**config.mk**
```make
export PLATFORM = sky130hd
export DESIGN_NAME = uart_rx_fifo
export DESIGN_NICKNAME = d
export VERILOG_FILES = /design/src/rtl/uart_rx_fifo_pkg.sv /design/src/rtl/uart_rx_fifo_sync_fifo.sv /design/src/rtl/uart_rx_fifo.sv
export SDC_FILE = /design/constraint.sdc
export NUM_CORES = 1
export LEC_CHECK = 0
export CORE_MARGIN = 3
export CORE_UTILIZATION = 43
export DETAILED_ROUTE_END_ITERATION = 8
export HOLD_SLACK_MARGIN = 0.05
export SYNTH_ARGS = -nofsm -noshare
export SYNTH_HDL_FRONTEND = slang
export SYNTH_SLANG_ARGS = --single-unit
```
**constraint.sdc**
```tcl
create_clock -name clk -period 2 [get_ports clk]
set_input_delay 0.4 -clock clk [delete_from_list [all_inputs] [get_ports clk]]
set_output_delay 0.4 -clock clk [all_outputs]
set_load 0.01 [all_outputs]
```
**src/rtl/uart_rx_fifo_pkg.sv**
```systemverilog
// Shared types and helpers for the UART receive path.
// The baud divider is rounded to the nearest whole clock count.
package uart_rx_fifo_pkg;

  typedef enum logic [2:0] {
    IDLE,
    START,
    DATA,
    STOP,
    BREAK
  } uart_rx_state_e;

  localparam int unsigned UART_OVERSAMPLE = 16;

  function automatic int unsigned uart_div(input int unsigned clk_hz,
                                           input int unsigned baud);
    longint unsigned den;
    longint unsigned num;
    den = 64'(baud) * 64'(UART_OVERSAMPLE);
    num = 64'(clk_hz) + (den / 64'd2);
    return 32'(num / den);
  endfunction

endpackage

```
**src/rtl/uart_rx_fifo_sync_fifo.sv**
```systemverilog
// Show-ahead synchronous FIFO with wrap-bit pointers.
// A push into a full FIFO is accepted only when a pop frees a slot in the same cycle.
module sync_fifo #(
  parameter int WIDTH = 8,
  parameter int DEPTH = 4
) (
  input  logic             clk,
  input  logic             rst,
  input  logic             push,
  input  logic [WIDTH-1:0] wdata,
  output logic             full,
  input  logic             pop,
  output logic [WIDTH-1:0] rdata,
  output logic             empty
);

  localparam int AW = $clog2(DEPTH);

  logic [AW:0]      wptr_q;
  logic [AW:0]      rptr_q;
  logic [WIDTH-1:0] mem_q [DEPTH];
  logic             do_push;
  logic             do_pop;

  assign empty   = (wptr_q == rptr_q);
  assign full    = (wptr_q[AW] != rptr_q[AW]) && (wptr_q[AW-1:0] == rptr_q[AW-1:0]);
  assign do_pop  = pop && !empty;
  assign do_push = push && (!full || do_pop);
  assign rdata   = mem_q[rptr_q[AW-1:0]];

  always_ff @(posedge clk or posedge rst) begin
    if (rst) begin
      wptr_q <= '0;
      rptr_q <= '0;
      for (int i = 0; i < DEPTH; i++) begin
        mem_q[i] <= '0;
      end
    end else begin
      if (do_push) begin
        mem_q[wptr_q[AW-1:0]] <= wdata;
        wptr_q                <= wptr_q + 1'b1;
      end
      if (do_pop) begin
        rptr_q <= rptr_q + 1'b1;
      end
    end
  end

endmodule

```
**src/rtl/uart_rx_fifo.sv**
```systemverilog
// 8N1 UART receiver: pin synchroniser, 16x tick divider, deframing FSM,
// and a show-ahead byte FIFO with framing-error and overrun pulses.
module uart_rx_fifo
  import uart_rx_fifo_pkg::*;
#(
  parameter int unsigned CLK_HZ     = 50_000_000,
  parameter int unsigned BAUD       = 115200,
  parameter int unsigned OVERSAMPLE = 16,
  parameter int unsigned FIFO_DEPTH = 4
) (
  input  logic       clk,
  input  logic       rst,
  input  logic       rx,
  output logic [7:0] rd_data,
  output logic       rd_valid,
  input  logic       rd_ready,
  output logic       frame_err,
  output logic       overrun,
  output logic       busy
);

  localparam int unsigned DIV  = uart_div(CLK_HZ, BAUD);
  localparam int          CW   = (DIV > 1) ? $clog2(DIV) : 1;
  localparam logic [3:0]  SMAX = 4'(OVERSAMPLE - 1);
  localparam logic [3:0]  SMID = 4'(OVERSAMPLE / 2 - 1);

  logic [1:0]     sync_q;
  logic           rx_s;
  logic [CW-1:0]  div_q;
  logic           tick;

  uart_rx_state_e state_q, state_d;
  logic [3:0]     scnt_q, scnt_d;
  logic [2:0]     bidx_q, bidx_d;
  logic [7:0]     shreg_q, shreg_d;

  logic           stop_pt;
  logic           push;
  logic           frame_err_d, frame_err_q;
  logic           overrun_d, overrun_q;
  logic           fifo_full;
  logic           fifo_empty;

  // Raw rx is only ever seen through this two-flop synchroniser.
  always_ff @(posedge clk or posedge rst) begin
    if (rst) sync_q <= 2'b11;
    else     sync_q <= {sync_q[0], rx};
  end
  assign rx_s = sync_q[1];

  assign tick = (div_q == CW'(DIV - 1));

  always_ff @(posedge clk or posedge rst) begin
    if (rst)       div_q <= '0;
    else if (tick) div_q <= '0;
    else           div_q <= div_q + 1'b1;
  end

  always_ff @(posedge clk or posedge rst) begin
    if (rst) begin
      state_q <= IDLE;
      scnt_q  <= '0;
      bidx_q  <= '0;
      shreg_q <= '0;
    end else begin
      state_q <= state_d;
      scnt_q  <= scnt_d;
      bidx_q  <= bidx_d;
      shreg_q <= shreg_d;
    end
  end

  always_comb begin
    state_d = state_q;
    scnt_d  = scnt_q;
    bidx_d  = bidx_q;
    shreg_d = shreg_q;
    if (tick) begin
      case (state_q)
        IDLE: begin
          if (!rx_s) begin
            state_d = START;
            scnt_d  = '0;
          end
        end
        START: begin
          if (scnt_q == SMID) begin
            if (rx_s) begin
              state_d = IDLE;
            end else begin
              state_d = DATA;
              scnt_d  = '0;
              bidx_d  = '0;
            end
          end else begin
            scnt_d = scnt_q + 4'd1;
          end
        end
        DATA: begin
          if (scnt_q == SMAX) begin
            shreg_d = {rx_s, shreg_q[7:1]};
            scnt_d  = '0;
            if (bidx_q == 3'd7) state_d = STOP;
            else                bidx_d  = bidx_q + 3'd1;
          end else begin
            scnt_d = scnt_q + 4'd1;
          end
        end
        STOP: begin
          if (scnt_q == SMAX) state_d = rx_s ? IDLE : BREAK;
          else                scnt_d  = scnt_q + 4'd1;
        end
        BREAK: begin
          // Hold here while the line stays low so a stuck-low pin cannot start frames.
          if (rx_s) state_d = IDLE;
        end
        default: state_d = IDLE;
      endcase
    end
  end

  always_comb begin
    busy        = (state_q != IDLE);
    stop_pt     = tick && (state_q == STOP) && (scnt_q == SMAX);
    push        = stop_pt && rx_s;
    frame_err_d = stop_pt && !rx_s;
    overrun_d   = push && fifo_full && !rd_ready;
  end

  always_ff @(posedge clk or posedge rst) begin
    if (rst) begin
      frame_err_q <= 1'b0;
      overrun_q   <= 1'b0;
    end else begin
      frame_err_q <= frame_err_d;
      overrun_q   <= overrun_d;
    end
  end

  assign frame_err = frame_err_q;
  assign overrun   = overrun_q;
  assign rd_valid  = !fifo_empty;

  sync_fifo #(
    .WIDTH (8),
    .DEPTH (int'(FIFO_DEPTH))
  ) u_fifo (
    .clk   (clk),
    .rst   (rst),
    .push  (push),
    .wdata (shreg_q),
    .full  (fifo_full),
    .pop   (rd_ready),
    .rdata (rd_data),
    .empty (fifo_empty)
  );

endmodule
```
== Word-level counts from Yosys, hierarchy flattened ==
Index checks and enable logic that the tools add are counted.

* Register bits: 65
* Bits of input ports: 4
* Word-level logic and storage cells: 93

* $add $sub $neg: 5
* $lt $le $gt $ge: 3
* Equality and inequality tests: 20
* Muxes and demuxes: 26
* Bitwise logic cells: 2
* Reduce and logical (&&, ||, !) cells: 23

{| class="wikitable"
|+ Operators by type and width
! cell !! count
|-
| $mux 3 || 11
|-
| $bwmux 32 || 1
|-
| $mux 8 || 3
|-
| $ne 2x2->1 const B || 9
|-
| $bmux 8 s2 || 1
|-
| $demux 8 s2 || 1
|-
| $mux 4 || 4
|-
| $pmux 4 s4 || 1
|-
| $pmux 3 s5 || 1
|-
| $logic_and 1x1->1 || 10
|-
| $add 3x1->3 const B || 3
|-
| $reduce_and 7->1 || 1
|-
| $eq 3x2->1 const B || 2
|-
| $eq 3x3->1 const B || 2
|-
| $ge 3x3->1 const B || 2
|-
| $not 2->3 || 2
|-
| $pmux 3 s2 || 1
|-
| $reduce_and 3->1 || 2
|-
| $reduce_and 6->1 || 1
|-
| $add 5x1->5 const B || 1
|-
| $eq 5x5->1 const B || 1
|-
| $mux 5 || 1
|-
| $add 4x1->4 const B || 1
|-
| $eq 4x3->1 const B || 1
|-
| 13 further kinds || 16
|}

== Longest topological paths before layout ==
* Depth after elaboration: 6
* Mapped depth: 7
* Mapped depth without buffers: 6

== By module ==
A second synthesis with hierarchy kept.

* Cells, all modules: 236
* Area total of the unflattened synthesis: 3335.7 um^2

{| class="wikitable"
|+ By module, submodules not included
! module !! instances !! cells an instance !! area each (um^2) !! seq. area each (um^2)
|-
| sync_fifo || 1 || 112 || 1905.6 || 950.9
|-
| uart_rx_fifo || 1 || 124 || 1430.1 || 678.2
|}

== Worst setup path before layout ==
No wires, ideal clock.

* Kind: flip-flop to flip-flop
* Start point: register div_q[0]
* End point: register u_fifo.mem_q[10] (netlist bit)
* Setup time: 0.125 ns
* Data arrival time: 1.993 ns
* Slack: -0.117 ns
* Stages on the path, launching flop included: 8
* Buffers on the path: 1
* Period minus slack after synthesis: 2.117 ns
* Cell sequence: dfrtp_1 -> inv_1 -> ha_1 -> nand4b_4 -> nor4_4 -> and4_1 -> buf_4 -> mux2_2

* Word-level cells in the longest chain between the ends: 5

{| class="wikitable"
|+ RTL lines
! element !! RTL line !! text
|-
| start, declared || uart_rx_fifo.sv:29 || <nowiki>logic [CW-1:0] div_q;</nowiki>
|-
| start signal, assigned || uart_rx_fifo.sv:56 || <nowiki>else div_q <= div_q + 1'b1;</nowiki>
|-
| $eq 5x5->1 || uart_rx_fifo.sv:51 || <nowiki>assign tick = (div_q == CW'(DIV - 1));</nowiki>
|-
| $logic_and 1x1->1 (2 in a row) || uart_rx_fifo.sv:124 || <nowiki>stop_pt = tick && (state_q == STOP) && (scnt_q == SMAX);</nowiki>
|-
| $logic_and 1x1->1 || uart_rx_fifo.sv:125 || <nowiki>push = stop_pt && rx_s;</nowiki>
|-
| $logic_and 1x1->1 || uart_rx_fifo_sync_fifo.sv:28 || <nowiki>assign do_push = push && (!full || do_pop);</nowiki>
|-
| end signal, assigned by index || uart_rx_fifo_sync_fifo.sv:40 || <nowiki>mem_q[wptr_q[AW-1:0]] <= wdata;</nowiki>
|-
| end, declared || uart_rx_fifo_sync_fifo.sv:21 || <nowiki>logic [WIDTH-1:0] mem_q [DEPTH];</nowiki>
|}

No other way between the ends.
A chain may end at the register's enable or synchronous reset.

== Final worst setup path ==
* Start point: register u_fifo.rptr_q[0]
* End point: output rd_data[4]

* Word-level cells in the longest chain between the ends: 4

{| class="wikitable"
|+ RTL lines
! element !! RTL line !! text
|-
| start, declared || uart_rx_fifo_sync_fifo.sv:20 || <nowiki>logic [AW:0] rptr_q;</nowiki>
|-
| start signal, assigned || uart_rx_fifo_sync_fifo.sv:44 || <nowiki>rptr_q <= rptr_q + 1'b1;</nowiki>
|-
| $not 2->3 (not written as such) || uart_rx_fifo_sync_fifo.sv:29 || <nowiki>assign rdata = mem_q[rptr_q[AW-1:0]];</nowiki>
|-
| $bmux 8 s2 || uart_rx_fifo_sync_fifo.sv:29 ||
|-
| $mux 8 (not written as such) (2 in a row) || uart_rx_fifo_sync_fifo.sv:29 ||
|-
| end, declared || uart_rx_fifo.sv:14 || <nowiki>output logic [7:0] rd_data,</nowiki>
|}

No other way between the ends. The select of a mux whose other input is x is not followed.

==> flow_summary.json <==
{
  "p_leak_nw": 1.88,
  "dieWidth_um": 90.4,
  "setup_slack_ps": 24.5,
  "worstHoldStart": "sync_q[0]$_DFF_PP1_",
  "drtAntennaViolNets": 0,
  "hold_viol": 0,
  "dieArea_um2": 8170,
  "numCtsBuffers": 9,
  "drv_slew": 0,
  "synth_cell_types": 43,
  "fin_worst_skew_ps": 8.63,
  "fin_nets": 287,
  "end_kind": "output port",
  "clock-sinks": 65,
  "dpl.hpwl_um": 3860,
  "post-route-period-util_pct": 98.8,
  "seq_area_frac_synth_pct": 53.2,
  "final_core_util_pct": 57.7,
  "worstSetupPathType": "flop to output port",
  "clockBufferDepth": 2,
  "r2r-end": "u_fifo.mem_q[20]$_DFFE_PP0P_",
  "worstHoldPathCells": 0,
  "arrival_ps": 1580,
  "ff2ff_path_depth": 8,
  "die_h_um": 90.4,
  "hold_slack_ps": 361,
  "grt.overflow.total": 0,
  "preCtsSetupSlack_ps": -84.7,
  "grt_pass1_wl_um": 9780,
  "wl_per_cell_um": 16.3,
  "drv_cap": 0,
  "portBuffers": 15,
  "core_area_um2": 6830,
  "syn_nets": 233,
  "dr_total_vias": 1940,
  "grt_use_total_pct": 15.4,
  "power_density_nw_per_um2": 642,
  "antenna_found_initial": 0,
  "initial_core_util_pct": 44.8,
  "area_delta_synth_final_pct": 28.8,
  "grt_pass1_vias": 1922,
  "tritoncts": "yes",
  "status": "completed",
  "root_buffer": "clkbuf_8",
  "drive_gt1_share_pct": 46.0,
  "ys_ff_latch": 65,
  "cp-start-kind": "flop",
  "avgSynthCellArea_um2": 14.0,
  "yosys_warnings": 0,
  "reg2reg_from": "u_fifo.rptr_q[0]$_DFFE_PP0P_",
  "crit_fanout": 5,
  "htree_levels": 3,
  "drc": 0,
  "worstMarginPinSlew_ps": 524,
  "drt_pass1_iterations": 4,
  "drtIter0Drc": 102,
  "insertedDiodeCount": 0,
  "rows": 30,
  "setup_violations": 0,
  "syn_inst": 219,
  "slew_headroom_pct": 65.0,
  "clock.fmax_ghz": 0.506,
  "rsz0062_at_grt": "yes",
  "min_to": "sync_q[1]$_DFF_PP1_",
  "cp.required_ps": 1600,
  "synth_edf_count": 0,
  "totalWireLength_um": 6110,
  "dpl_cell_area_um2": 3560,
  "postCtsHoldBufs": 0,
  "finalCriticalPeriod_ps": 1980,
  "fin_area_um2": 3940,
  "rrSetupSlack_ps": 40,
  "drt-vias-per-instance": 5.19,
  "io_pins": 16,
  "hold_path_class": "flop to flop",
  "grt_max_degree": 21,
  "synth_async_sr_flop_share_pct": 100,
  "cts.clk_slew.worst_paths_ps": 80,
  "final_common_cell": "dfrtp_1",
  "synthFlopType": "dfrtp_1",
  "clk-insertion-delay-late_ps": 340,
  "final_cell_mix": "dfrtp_1 (62), mux2_2 (31), buf_4 (25)",
  "fin_tns_setup_ps": 0,
  "ir_drop_v": 0.000403,
  "gp_congestion": 0.768,
  "syn_area_um2": 3060
}
-- what timing repair did --
action | in CTS | in global routing
gates resized for setup | 39 | 27
cloned | 0 | 2
hold endpoints to repair | 0 | 0
setup endpoints to repair | 42 | 37
setup buffers | 4 | 3
pin swaps | 3 | 4
-- cells in the mapped netlist, types with 3 or more instances --
cell type,count,area (um2)
nand3_1,7,35.0
mux4_2,8,180
clkbuf_1,4,15.0
inv_1,5,18.8
dfrtp_1,63,1580
xnor2_1,8,70.1
mux2_2,46,518
nor2_1,11,41.3
ha_1,10,125
o21ai_0,5,25.0
a21oi_1,3,15.0
nand2_1,5,18.8
and3_1,3,18.8
-- worst max-delay path by stage --
stage                            startpoint                           end  slack (ps)  depth (start not counted)
3_5_place_dp                       rd_ready   u_fifo.mem_q[1]$_DFFE_PP0P_         -80                          5
6_report       u_fifo.rptr_q[0]$_DFFE_PP0P_                    rd_data[4]          20                          3
2_1_floorplan            div_q[0]$_DFF_PP0_  u_fifo.mem_q[10]$_DFFE_PP0P_         -60                          7
5_1_grt                  div_q[0]$_DFF_PP0_  u_fifo.mem_q[22]$_DFFE_PP0P_         -50                          7
4_1_cts        u_fifo.rptr_q[0]$_DFFE_PP0P_                    rd_data[7]         -60                          3
3_3_place_gp                       rd_ready   u_fifo.mem_q[4]$_DFFE_PP0P_         -70                          5
-- cells by family after synthesis --
group           Yosys count  synth area share [%]
fa+ha+maj                10                  4.09
compound gates           18                  4.01
xor+xnor                 10                  2.86
simple gates             50                  11.3
flops                    65                  53.2
buf+inv                  12                  1.76
mux                      54                  22.8
-- cell type report --
class / instances / area (um2)
fillers: 582 / 2890
flip-flops and latches: 65 / 1630
multi-input cells: 143 / 1490
repair buffers: 49 / 475
clock buffers: 9 / 124
well taps: 96 / 120
clock inverters: 7 / 78.8
inverters: 5 / 22.5
-- worst max-delay path, stage by stage (launching register included) --
cell       delay, ps
dfrtp_2          420
clkbuf_16        170
mux4_2           500
buf_6            140
-- per-layer routing --
metal / up-vias / global-route usage, % / wire [um]
met5: - / 0 / 0
met1: 974 / 22.2 / 3130
met3: 9 / 3.83 / 164
li1: 930 / - / -
met2: 27 / 22.0 / 2720
met4: 0 / 6.51 / 93
-- state kept, by name, indices dropped and copies added (netlist names) --
name           flops
bidx_q             3
div_q              5
frame_err          1
overrun            1
scnt_q             4
shreg_q            8
state_q            3
sync_q             2
u_fifo.mem_q      32
u_fifo.rptr_q      3
u_fifo.wptr_q      3
-- power breakdown --
part | switching [W] | total [W] | internal [W] | leakage [nW]
Sequential | 0.00000720 | 0.00133 | 0.00132 | 0.883
Combinational | 0.0000378 | 0.0000641 | 0.0000263 | 0.889
Clock | 0.000554 | 0.00114 | 0.000588 | 0.104
-- per-stage QoR --
step	power, W	instances
floorplan	0.00138	219
global placement	0.00142	349
detailed placement	0.00142	349
CTS	0.00256	369
global route	0.00263	374
finish	0.00253	374
(Power assumes the default switching activity.)
